$ cat config.mk
export PLATFORM = sky130hd
export DESIGN_NAME = mac_seq
export DESIGN_NICKNAME = d
export VERILOG_FILES = /design/src/rtl/mac_seq.sv
export SDC_FILE = /design/constraint.sdc
export NUM_CORES = 1
export LEC_CHECK = 0
export BUFFER_PORTS_ARGS = -buffer_cell sky130_fd_sc_hd__buf_2
export CORE_ASPECT_RATIO = 0.9
export CORE_MARGIN = 10
export CORE_UTILIZATION = 48
export CTS_CLUSTER_SIZE = 40
export DETAILED_ROUTE_END_ITERATION = 10
export GPL_TIMING_DRIVEN = 0
export PLACE_DENSITY = 0.85
export RECOVER_POWER = 50
export SYNTH_ARGS = -nofsm -noshare
export SYNTH_HDL_FRONTEND = slang
export SYNTH_SLANG_ARGS = --single-unit
$ cat constraint.sdc
create_clock -name clk -period 2.3 [get_ports clk]
set_input_delay 0.46 -clock clk [delete_from_list [all_inputs] [get_ports clk]]
set_output_delay 0.46 -clock clk [all_outputs]
set_load 0.005 [all_outputs]
$ cat src/rtl/mac_seq.sv
// mac_seq: sequencer for one mac instance computing a LEN-term
// fixed-point dot product (one LSTM gate row).
//
// Ports:
//   clk, rst     clock (rising edge), synchronous active-high reset
//   i_start      start request, sampled only while idle
//   o_busy       high in CLR, RUN and DONE
//   o_mac_clr    clears the mac accumulator (drives mac rst)
//   o_acc        accumulate enable (drives mac acc)
//   o_addr       read address shared by the weight and input RAMs
//   i_mac        running sum from the mac (o_mac)
//   i_bias       bias added at DONE (only with MAC_SEQ_BIAS_EN)
//   o_result     latched dot-product result
//   o_valid      one-cycle pulse when o_result is updated
//
// Build option: define MAC_SEQ_BIAS_EN to add i_bias and a saturating
// bias add on the final sum. The FSM and timing do not change.
module mac_seq #(
   parameter int unsigned WIDTH  = 32,
   parameter int unsigned FRAC   = 24,
   parameter int unsigned LEN    = 8,
   parameter int unsigned ADDR_W = 3
) (
   input  logic              clk,
   input  logic              rst,
   input  logic              i_start,
   output logic              o_busy,
   output logic              o_mac_clr,
   output logic              o_acc,
   output logic [ADDR_W-1:0] o_addr,
   input  logic [WIDTH-1:0]  i_mac,
`ifdef MAC_SEQ_BIAS_EN
   input  logic [WIDTH-1:0]  i_bias,
`endif
   output logic [WIDTH-1:0]  o_result,
   output logic              o_valid
);

   localparam logic [1:0] IDLE = 2'd0;
   localparam logic [1:0] CLR  = 2'd1;
   localparam logic [1:0] RUN  = 2'd2;
   localparam logic [1:0] DONE = 2'd3;

   localparam logic [ADDR_W:0]   LAST   = (ADDR_W + 1)'(LEN - 1);
   localparam logic [ADDR_W-1:0] LAST_A = ADDR_W'(LEN - 1);

   logic [1:0]       state_q, state_d;
   logic [ADDR_W:0]  cnt_q, cnt_d;
   logic [WIDTH-1:0] result_q, result_d;
   logic             valid_q, valid_d;
   logic [WIDTH-1:0] done_val;

`ifdef MAC_SEQ_BIAS_EN
   // One guard bit is enough to see overflow of a two-operand add.
   logic [WIDTH:0] sum;

   always_comb begin
      sum = {i_mac[WIDTH-1], i_mac} + {i_bias[WIDTH-1], i_bias};
      if (sum[WIDTH] != sum[WIDTH-1]) begin
         if (sum[WIDTH])
            done_val = {1'b1, {(WIDTH-1){1'b0}}};
         else
            done_val = {1'b0, {(WIDTH-1){1'b1}}};
      end else begin
         done_val = sum[WIDTH-1:0];
      end
   end
`else
   assign done_val = i_mac;
`endif

   always_comb begin
      state_d  = state_q;
      cnt_d    = cnt_q;
      result_d = result_q;
      valid_d  = 1'b0;
      case (state_q)
         IDLE: begin
            if (i_start)
               state_d = CLR;
         end
         CLR: begin
            cnt_d   = '0;
            state_d = RUN;
         end
         RUN: begin
            cnt_d = cnt_q + 1'b1;
            if (cnt_q == LAST)
               state_d = DONE;
         end
         DONE: begin
            result_d = done_val;
            valid_d  = 1'b1;
            state_d  = IDLE;
         end
         default: state_d = IDLE;
      endcase
   end

   always_ff @(posedge clk) begin
      if (rst) begin
         state_q  <= IDLE;
         cnt_q    <= '0;
         result_q <= '0;
         valid_q  <= 1'b0;
      end else begin
         state_q  <= state_d;
         cnt_q    <= cnt_d;
         result_q <= result_d;
         valid_q  <= valid_d;
      end
   end

   // The address runs one element ahead of the data reaching the mac,
   // so RUN presents k+1 and holds the last index on the final cycle.
   always_comb begin
      o_addr = '0;
      if (state_q == RUN) begin
         if (cnt_q == LAST)
            o_addr = LAST_A;
         else
            o_addr = cnt_q[ADDR_W-1:0] + 1'b1;
      end
   end

   assign o_busy    = (state_q != IDLE);
   assign o_mac_clr = (state_q == CLR);
   assign o_acc     = (state_q == RUN);
   assign o_result  = result_q;
   assign o_valid   = valid_q;

endmodule
==> summary.md <==
| Metric | Value |
|---|---|
| Synth area leaders | `dfxtp_1 (51%), mux2i_1 (21%), nor2_1 (7.8%)` |
| Synth cell types | `22` |
| Synth Cell Area | `1540 sq um` |
| Setup bufs post-CTS | `0` |
| Max Transition Viols Final | `0` |
| Least-Margin Pin Slew | `0.623 ns` |
| # rows | `19` |
| Top-count cell post-synth | `dfxtp_1` |
| Vias in the first global route | `1327` |
| Die Area | `5880 sq um` |
| Most used routing layer | `met2` |
| Layout fillers | `285` |
| Met3 GRT Util | `6.95%` |
| Initial DRC Count | `37` |
| Worst Setup SP | `state_q[0]$_SDFFE_PP0P_` |
| Root Driver | `clkbuf_4` |
| Setup slack after layout | `0.296 ns` |
| CTS tree | `built` |
| Sink Count | `39` |
| Hold Path Class | `input port to flop` |
| Post-Place Worst Slack | `0.650 ns` |
| I/O pin total | `74` |
| Reg power frac | `53.1%` |
| Status | `complete, no violations` |
| Hold_sp | `i_mac[30]` |
| Die height | `73.8 um` |
| Met1 global-route usage | `13.5%` |
| Worst Path Arrival | `1.54 ns` |
| Clock buffer count from CTS | `5` |
| Post-synth EDFFs | `0` |
| Placed Cells | `268` |
| Min Tclk post-route | `2.00 ns` |
| Clock Skews | `0.00130 ns` |
| Drt via density | `4.80` |
| Routed wire length | `3790 um` |
| Switching power | `452 uW` |
| Commonest cells post-synth | `dfxtp_1 (39), mux2i_1 (33), nor2_1 (32)` |
| Kind of end point of the critical path | `output port` |
| Relative slew slack | `58.4%` |
| Pwr per Cell Area | `758 nW/um^2` |
| Die width | `79.8 um` |
| H-tree depth | `2` |
| P&R area growth vs syn | `27.0%` |
| GPL Wtd Cong | `0.757` |
| #FFs+latches synth | `39` |
| Synth area leader | `dfxtp_1` |
| Setup_tns | `0 ns` |
| Initial antenna violation count | `0` |
| CP bufs+invs | `3` |
| Skew-Pair Late Insertion Delay | `0.33 ns` |
| Final period util | `87.1%` |
| Final ANT Viol Nets | `0` |
| Post-Syn Nets | `194` |
| Worst-path cell chain | `inv_1 > ha_1 > buf_2 > o21ai_0 > a31oi_1 > buf_2` |
| Ys Warns | `0` |
| Crit-path leading delay family | `buffers and inverters` |
| LEAKAGE | `0.000805 uW` |
| CP max FO | `10` |
| Placed Instance Area | `1960 sq um` |
| Share of layout cells above drive strength 1 | `22.8%` |
| Worst path max stage delay | `0.36 ns` |
| First-pass GRT wire length | `6100 um` |
| Sequential fraction of the synthesis area | `50.6%` |
| P_int | `1030 uW` |
| Fin cells | `274` |
| Vias | `1316` |
| Core area | `3070 sq um` |
| CP dominant cell by count | `buf_2` |
| Switching share of total power | `30.4%` |
| WS Path Type | `flop to output port` |
| R2R Setup Slk | `0.40 ns` |
| Max Buffers Root-to-Sink | `2` |
| Syn Area/Cell | `10.1 sq um` |
| Max rail drop VDD | `390 uV` |
| F_max | `0.499 GHz` |
| Main synth FF type | `dfxtp_1` |
| Placed wire-length estimate | `2990 um` |
| Largest net degree at the start of global routing | `11` |
| Final hold viol count | `0` |
| GRT overflow | `0` |
| Top cell type's share of synthesized area | `50.6%` |
| Clock power share | `20.8%` |
| Starting Density | `50.3%` |
| Antenna cells | `0` |
| Overall Global Routing Usage | `12.8%` |
| Clk slew on worst S/H paths | `0.10 ns` |
| Post-route design area | `1960 sq um` |
| Pre-Repair DR Iteration Count | `4` |
| Slowest CP cell | `dfxtp_1` |
| Worst R2R Start | `state_q[1]$_SDFFE_PP0P_` |
| Avg WL per Cell | `13.8 um` |
| Layout Nets | `274` |
| I/O Buffers | `73` |
| Worst EP required | `1.84 ns` |
| CP startpoint kind | `flop` |
| Cells after Synth | `153` |
| Met2 Use GR | `21.4%` |
| Finish-stage setup viols | `0` |
| Post-CTS Resized | `0` |
| # DRC | `0` |
| RSZ-0062 raised after global routing | `no` |
| Hold buffer count at cts | `0` |
| Max Cap Violations | `0` |
| FFs w/ async S/R, synth | `0%` |
| Gate power share | `26.1%` |
## worst min-delay path, stage by stage
cell and delay [ns]:
buf_2 0.07, mux2i_1 0.05, nor2_1 0.07
## layout by cell type (no fill, tap or decap), types with 2 or more instances in the layout
| cell | Yosys | routed |
|---|---|---|
| dfxtp_1 | 39 | 39 |
| nand3_1 | 2 | 2 |
| buf_2 | 4 | 46 |
| nor2b_1 | 3 | 3 |
| a21boi_0 | 2 | 2 |
| mux2i_1 | 33 | 33 |
| nand2_1 | 5 | 5 |
| buf_4 | 3 | 2 |
| nor2_1 | 32 | 32 |
| clkbuf_1 | 1 | 34 |
| nand3b_1 | 2 | 2 |
| or3_1 | 2 | 2 |
| clkbuf_4 | 0 | 5 |
| inv_1 | 6 | 6 |
| o21ai_0 | 2 | 2 |
| a21oi_1 | 5 | 5 |
| ha_1 | 6 | 6 |
## power by group through the flow
stage	combinational (uW)	clock (uW)	sequential [uW]
finish	387	309	789
detailed placement	410	0	803
global placement	402	0	797
floorplan	247	0	803
CTS	410	322	788
global route	440	347	800
## final cells by class
class | instances | area, sq um | area share, %
tap | 42 | 52.6 | 2.68
multi-input combinational | 99 | 689 | 35.2
inverter | 6 | 22.5 | 1.15
timing repair buffer | 73 | 328 | 16.7
sequential | 39 | 781 | 39.8
clock buffer | 6 | 41.3 | 2.11
buffer | 9 | 45.0 | 2.30
## path summary, 6_finish.rpt
kind,depth (start not counted),end
max,6,o_addr[2]
min,3,o_result[30]$_SDFFE_PP0P_
max reg2reg,5,o_result[6]$_SDFFE_PP0P_
min reg2reg,2,o_result[12]$_SDFFE_PP0P_
## sequential cells by signal (all words and copies together) (netlist names)
signal and count:
cnt_q 4, o_result 32, o_valid 1, state_q 2
## metrics by stage
step,power (uW),hold WS [ns],util (%)
2_1_floorplan,1050,0.468,-
3_3_place_gp,1200,0.467,63.9
3_5_place_dp,1210,0.479,63.9
4_1_cts,1520,0.338,65.3
5_1_grt,1590,0.350,63.9
6_report,1490,0.350,63.9
## metal layers
metal	up-vias	part of all wire [%]
met5	-	0
met4	0	1.6
met3	8	9.7
met2	44	48
met1	599	41
li1	665	-
## logic make-up after synthesis
family / count (synthesis) / synth area share [%]
buf+inv: 15 / 4.70
compound gates: 12 / 4.79
fa+ha+maj: 6 / 4.87
flops: 39 / 50.6
mux: 33 / 21.4
simple gates: 48 / 13.6
Note: power is estimated with default switching activity, not from simulation.
